**src/rtl/cv32e40p_rf_recovery_ctrl.sv**
```systemverilog
// rtl/cv32e40p_rf_recovery_ctrl.sv - register-file rollback sequencer from checkpoint memory
//
// Purpose: on start_i, halts the core (recover_o), then reads register pairs
// from checkpoint memory one pair at a time. Each pair is written back through
// two RF write ports in a single cycle. x0 is never written.
//
// Ports:
//   clk_i, rst_ni              core clock, asynchronous active-low reset
//   start_i                    request a rollback (ignored while busy)
//   core_halted_i              core pipeline quiescent, RF may be written
//   busy_o, done_o             sequence active / one-cycle completion pulse
//   recover_o                  hands the RF write ports to this block
//   ckpt_req_o/gnt_i/addr_o    checkpoint read request, pair index p
//   ckpt_rvalid_i/rdata_i      checkpoint response {reg 2p+1, reg 2p}
//   regfile_*_a_o              write port A, even register 2p
//   regfile_*_b_o              write port B, odd register 2p+1
module cv32e40p_rf_recovery_ctrl #(
  parameter int unsigned NUM_REGS = 32
) (
  input  logic        clk_i,
  input  logic        rst_ni,
  input  logic        start_i,
  input  logic        core_halted_i,
  output logic        busy_o,
  output logic        done_o,
  output logic        recover_o,
  output logic        ckpt_req_o,
  input  logic        ckpt_gnt_i,
  output logic [4:0]  ckpt_addr_o,
  input  logic        ckpt_rvalid_i,
  input  logic [63:0] ckpt_rdata_i,
  output logic        regfile_we_a_o,
  output logic [5:0]  regfile_waddr_a_o,
  output logic [31:0] regfile_wdata_a_o,
  output logic        regfile_we_b_o,
  output logic [5:0]  regfile_waddr_b_o,
  output logic [31:0] regfile_wdata_b_o
);

  localparam int unsigned NUM_PAIRS = NUM_REGS / 2;
  localparam logic [4:0]  LAST_PAIR = 5'(NUM_PAIRS - 1);

  typedef enum logic [2:0] {
    S_IDLE,
    S_HALT,
    S_REQ,
    S_WAIT,
    S_WRITE,
    S_DONE
  } state_e;

  state_e      state_q, state_d;
  logic [4:0]  pair_q, pair_d;
  logic        recover_q, recover_d;
  logic        we_a_q, we_a_d;
  logic        we_b_q, we_b_d;
  logic [5:0]  waddr_a_q, waddr_a_d;
  logic [5:0]  waddr_b_q, waddr_b_d;
  logic [31:0] wdata_a_q, wdata_a_d;
  logic [31:0] wdata_b_q, wdata_b_d;

  always_comb begin
    state_d   = state_q;
    pair_d    = pair_q;
    we_a_d    = 1'b0;
    we_b_d    = 1'b0;
    waddr_a_d = waddr_a_q;
    waddr_b_d = waddr_b_q;
    wdata_a_d = wdata_a_q;
    wdata_b_d = wdata_b_q;

    unique case (state_q)
      S_IDLE: begin
        if (start_i) begin
          state_d = S_HALT;
          pair_d  = 5'd0;
        end
      end
      S_HALT: begin
        if (core_halted_i) state_d = S_REQ;
      end
      S_REQ: begin
        if (ckpt_gnt_i) state_d = S_WAIT;
      end
      S_WAIT: begin
        // The write-port registers are loaded on the way into WRITE, so the
        // response data itself is captured here and the pulse lines up with
        // the WRITE state.
        if (ckpt_rvalid_i) begin
          state_d   = S_WRITE;
          we_a_d    = (pair_q != 5'd0);
          we_b_d    = 1'b1;
          waddr_a_d = {pair_q, 1'b0};
          waddr_b_d = {pair_q, 1'b1};
          wdata_a_d = ckpt_rdata_i[31:0];
          wdata_b_d = ckpt_rdata_i[63:32];
        end
      end
      S_WRITE: begin
        if (pair_q == LAST_PAIR) begin
          state_d = S_DONE;
        end else begin
          pair_d  = pair_q + 5'd1;
          state_d = S_REQ;
        end
      end
      S_DONE: begin
        state_d = S_IDLE;
      end
      default: begin
        state_d = S_IDLE;
      end
    endcase

    recover_d = (state_d != S_IDLE);
  end

  always_ff @(posedge clk_i or negedge rst_ni) begin
    if (!rst_ni) begin
      state_q   <= S_IDLE;
      pair_q    <= 5'd0;
      recover_q <= 1'b0;
      we_a_q    <= 1'b0;
      we_b_q    <= 1'b0;
      waddr_a_q <= 6'd0;
      waddr_b_q <= 6'd0;
      wdata_a_q <= 32'd0;
      wdata_b_q <= 32'd0;
    end else begin
      state_q   <= state_d;
      pair_q    <= pair_d;
      recover_q <= recover_d;
      we_a_q    <= we_a_d;
      we_b_q    <= we_b_d;
      waddr_a_q <= waddr_a_d;
      waddr_b_q <= waddr_b_d;
      wdata_a_q <= wdata_a_d;
      wdata_b_q <= wdata_b_d;
    end
  end

  assign busy_o            = (state_q != S_IDLE);
  assign done_o            = (state_q == S_DONE);
  assign recover_o         = recover_q;
  assign ckpt_req_o        = (state_q == S_REQ);
  assign ckpt_addr_o       = pair_q;
  assign regfile_we_a_o    = we_a_q;
  assign regfile_waddr_a_o = waddr_a_q;
  assign regfile_wdata_a_o = wdata_a_q;
  assign regfile_we_b_o    = we_b_q;
  assign regfile_waddr_b_o = waddr_b_q;
  assign regfile_wdata_b_o = wdata_b_q;

endmodule

```
**config.mk**
```make
export PLATFORM = sky130hd
export DESIGN_NAME = cv32e40p_rf_recovery_ctrl
export DESIGN_NICKNAME = d
export VERILOG_FILES = /design/src/rtl/cv32e40p_rf_recovery_ctrl.sv
export SDC_FILE = /design/constraint.sdc
export NUM_CORES = 1
export LEC_CHECK = 0
export ABC_CLOCK_PERIOD_IN_PS = 2600
export CAP_MARGIN = 20
export CORE_ASPECT_RATIO = 0.8
export CORE_MARGIN = 1
export CORE_UTILIZATION = 45
export CTS_CLUSTER_SIZE = 12
export DETAILED_ROUTE_END_ITERATION = 7
export DONT_BUFFER_PORTS = 1
export GPL_TIMING_DRIVEN = 0
export PLACE_DENSITY_LB_ADDON = 0.3
export SKIP_CTS_REPAIR_TIMING = 1
export SYNTH_ARGS = -nofsm -noshare
export SYNTH_HDL_FRONTEND = slang
export SYNTH_SLANG_ARGS = --single-unit
export TNS_END_PERCENT = 1
```
**constraint.sdc**
```tcl
create_clock -name clk_i -period 2.6 [get_ports clk_i]
set_input_delay 0.39 -clock clk_i [delete_from_list [all_inputs] [get_ports clk_i]]
set_output_delay 0.39 -clock clk_i [all_outputs]
set_load 0.05 [all_outputs]
```
==> flow_metrics.py <==
metrics = {
    "yosys": {
        "synth_area_leaders": "dfrtp_1 (63%), mux2_2 (24%), mux2i_1 (1.5%), buf_4 (1.4%), ha_1 (1.2%)",
        "synth_top_area_cell": "dfrtp_1",
        "yosysWarnings": 0,
        "ys_dominant_reg_cell": "dfrtp_1",
        "ys_seq_area_share_pct": 62.60,
        "syn_avg_cell_area_um2": 15.20,
        "netlist_instances": 213,
        "ys_top_cells_by_count": "dfrtp_1 (81), mux2_2 (69), buf_2 (7)",
        "syn_area_um2": 3238,
        "ys_ff_latch": 81,
        "synth_edf_count": 0,
        "yosysMostFrequentCell": "dfrtp_1",
        "synth_cell_types": 30,
        "synth_top_area_share_pct": 62.60,
        "syn_nets": 286,
        "synthArstFlopShare_pct": 100.0,
    },
    "global_routing": {
        "grt-ovfl-total": 0,
        "grt_pass1_vias": 1756,
        "grt_max_degree": 82,
        "antenna_found_initial": 0,
        "grt_pass1_wl_mm": 9.018,
        "track_usage_pct": 15.55,
    },
    "clock_network": {
        "clkTransAtPathRegs_ps": 80,
        "clk_latency_ps": 340,
        "cts-root-buf": "clkbuf_8",
        "cts_tree": "done",
        "clk_path_buf_depth": 2,
        "clock-sinks": 81,
        "cts_buffers": 9,
        "htreeDepth": 3,
    },
    "worst_setup_path": {
        "crit_buf_inv": 0,
        "r2r_end": "ckpt_addr_o[0]",
        "critPathArrivalTime_ps": 2660,
        "critical_path_class": "reg -> reg",
        "cp_num_cells": 6,
        "rr_worst_depth": 6,
        "r2r-start": "ckpt_addr_o[0]",
        "start_kind": "register",
        "cp_max_fo": 6,
        "crit_top_cell": "ha_1",
        "worstPathCellList": "ha_1 -> and3_1 -> ha_1 -> nor4b_4 -> and2b_4 -> mux2_4",
        "crit_family": "simple AND/OR/NAND/NOR gates",
        "slowest_delay_ps": 640,
        "rrSetupSlack_ps": 170,
        "slowest_stage": "dfrtp_1",
        "end_kind": "register",
        "required_ps": 2830,
    },
    "placement": {
        "port_buffers": 0,
        "gp_congestion": 0.7343,
        "hpwlAfterDp_mm": 3.939,
    },
    "timing": {
        "slew-limit-headroom_pct": 56.16,
        "setup_viol": 0,
        "timing.fmax_ghz": 0.4113,
        "worst_pin_slew_ps": 657.6,
        "hold_viol": 0,
        "slew_violations": 0,
        "period_minus_slack_ps": 2431,
        "fin_setup_tns_ps": 0,
        "rsz0062_at_grt": "no",
        "worst_hold_slack_ps": 186.9,
        "clock_skew_ps": 4.582,
        "finalCritPeriodShare_pct": 93.50,
    },
    "floorplan": {
        "die_area_um2": 7541,
        "die_h_um": 77.87,
        "start_util_pct": 46.76,
        "io_pins": 157,
        "fp-row-count": 27,
        "core_area_um2": 6925,
        "die_w_um": 96.84,
    },
    "routing": {
        "drtPass1Iterations": 4,
        "totalWireLength_mm": 5.646,
        "antenna_left": 0,
        "wl_per_cell_um": 17.75,
        "drt_iter0_drc": 38,
        "num_vias": 1744,
        "drc": 0,
        "vias_per_cell": 5.484,
    },
    "job": {
        "drv_cap": 0,
    },
    "outcome": {
        "status": "finished clean",
    },
    "hold_path": {
        "min_path_cells": 1,
        "hp-start": "ckpt_rdata_i[17]",
        "min_to": "regfile_wdata_a_o[17]",
        "min_path_type": "in -> reg",
    },
    "finish": {
        "nets": 300,
        "diodes": 0,
        "area_delta_synth_final_pct": 11.75,
        "drive_gt1_share_pct": 45.45,
    },
}
[cells by family (layout without fill, tap and decap cells)]
group           Yosys count  after routing  synth area share [%]
compound gates            8              8                 1.855
fa+ha+maj                 3              3                 1.159
buf+inv                  22             40                 3.748
mux                      75             75                 26.00
simple gates             23             23                 4.521
flops                    81             81                 62.60
other cells               1              1                0.1158
[registers in the layout, summed over array words and instances (netlist names)]
signal             flops
regfile_wdata_b_o     32
state_q                3
regfile_we_b_o         1
ckpt_addr_o            5
regfile_wdata_a_o     32
regfile_we_a_o         1
regfile_waddr_b_o      6
recover_o              1
[placed cells by master (no fill, tap or decap), types with 2 or more instances in the layout]
cell and n:
dfrtp_1 81, mux2_2 69, clkbuf_8 10, buf_2 7, buf_4 7, inv_1 6, nand2_1 5, mux2i_1 5
nor2_1 4, nor2b_1 3, ha_1 3, clkbuf_1 2, o31ai_1 2, and3_1 2, a22o_1 2, bufinv_16 2
clkinvlp_4 2
[cell type report]
cell class | count | area, um2
Fill cell | 590 | 3307
Sequential cell | 81 | 2027
Multi-Input combinational cell | 110 | 1099
Clock buffer | 10 | 137.6
Tap cell | 87 | 108.9
Buffer | 16 | 98.84
Clock inverter | 5 | 80.08
Timing Repair Buffer | 3 | 45.04
Inverter | 6 | 22.52
[routing by layer]
layer  global-route usage [%]  wire (um)  vias up
met2                    23.24       2640      101
met3                    8.649        655        5
met1                    19.15       2290      875
met4                    4.925         59        0
li1                         -          -      763
met5                        0          0        -
[worst max path at each step]
stage                        start        endpoint  slack (ps)
finish              ckpt_addr_o[0]  ckpt_addr_o[0]         170
global route        ckpt_addr_o[0]  ckpt_addr_o[0]          60
CTS                 ckpt_addr_o[0]  ckpt_addr_o[0]          30
detailed placement  ckpt_addr_o[0]  ckpt_addr_o[0]          70
global placement    ckpt_addr_o[0]  ckpt_addr_o[0]          90
floorplan           ckpt_addr_o[0]  ckpt_addr_o[0]         320
[per-stage QoR]
stage / util [%] / cells / area (um2) / worst slack (ps)
after global placement: 48.33 / 300 / 3347 / 86.49
final: 52.25 / 318 / 3618 / 169.0
after detailed placement: 48.44 / 301 / 3354 / 65.70
after CTS: 51.58 / 316 / 3572 / 31.34
after floorplan: - / 213 / 3238 / 322.7
after global routing: 52.25 / 318 / 3618 / 57.62
Power is left out: the tool's default activity adds up to more than one toggle a clock period on the data nets, which glitch-free logic cannot reach.
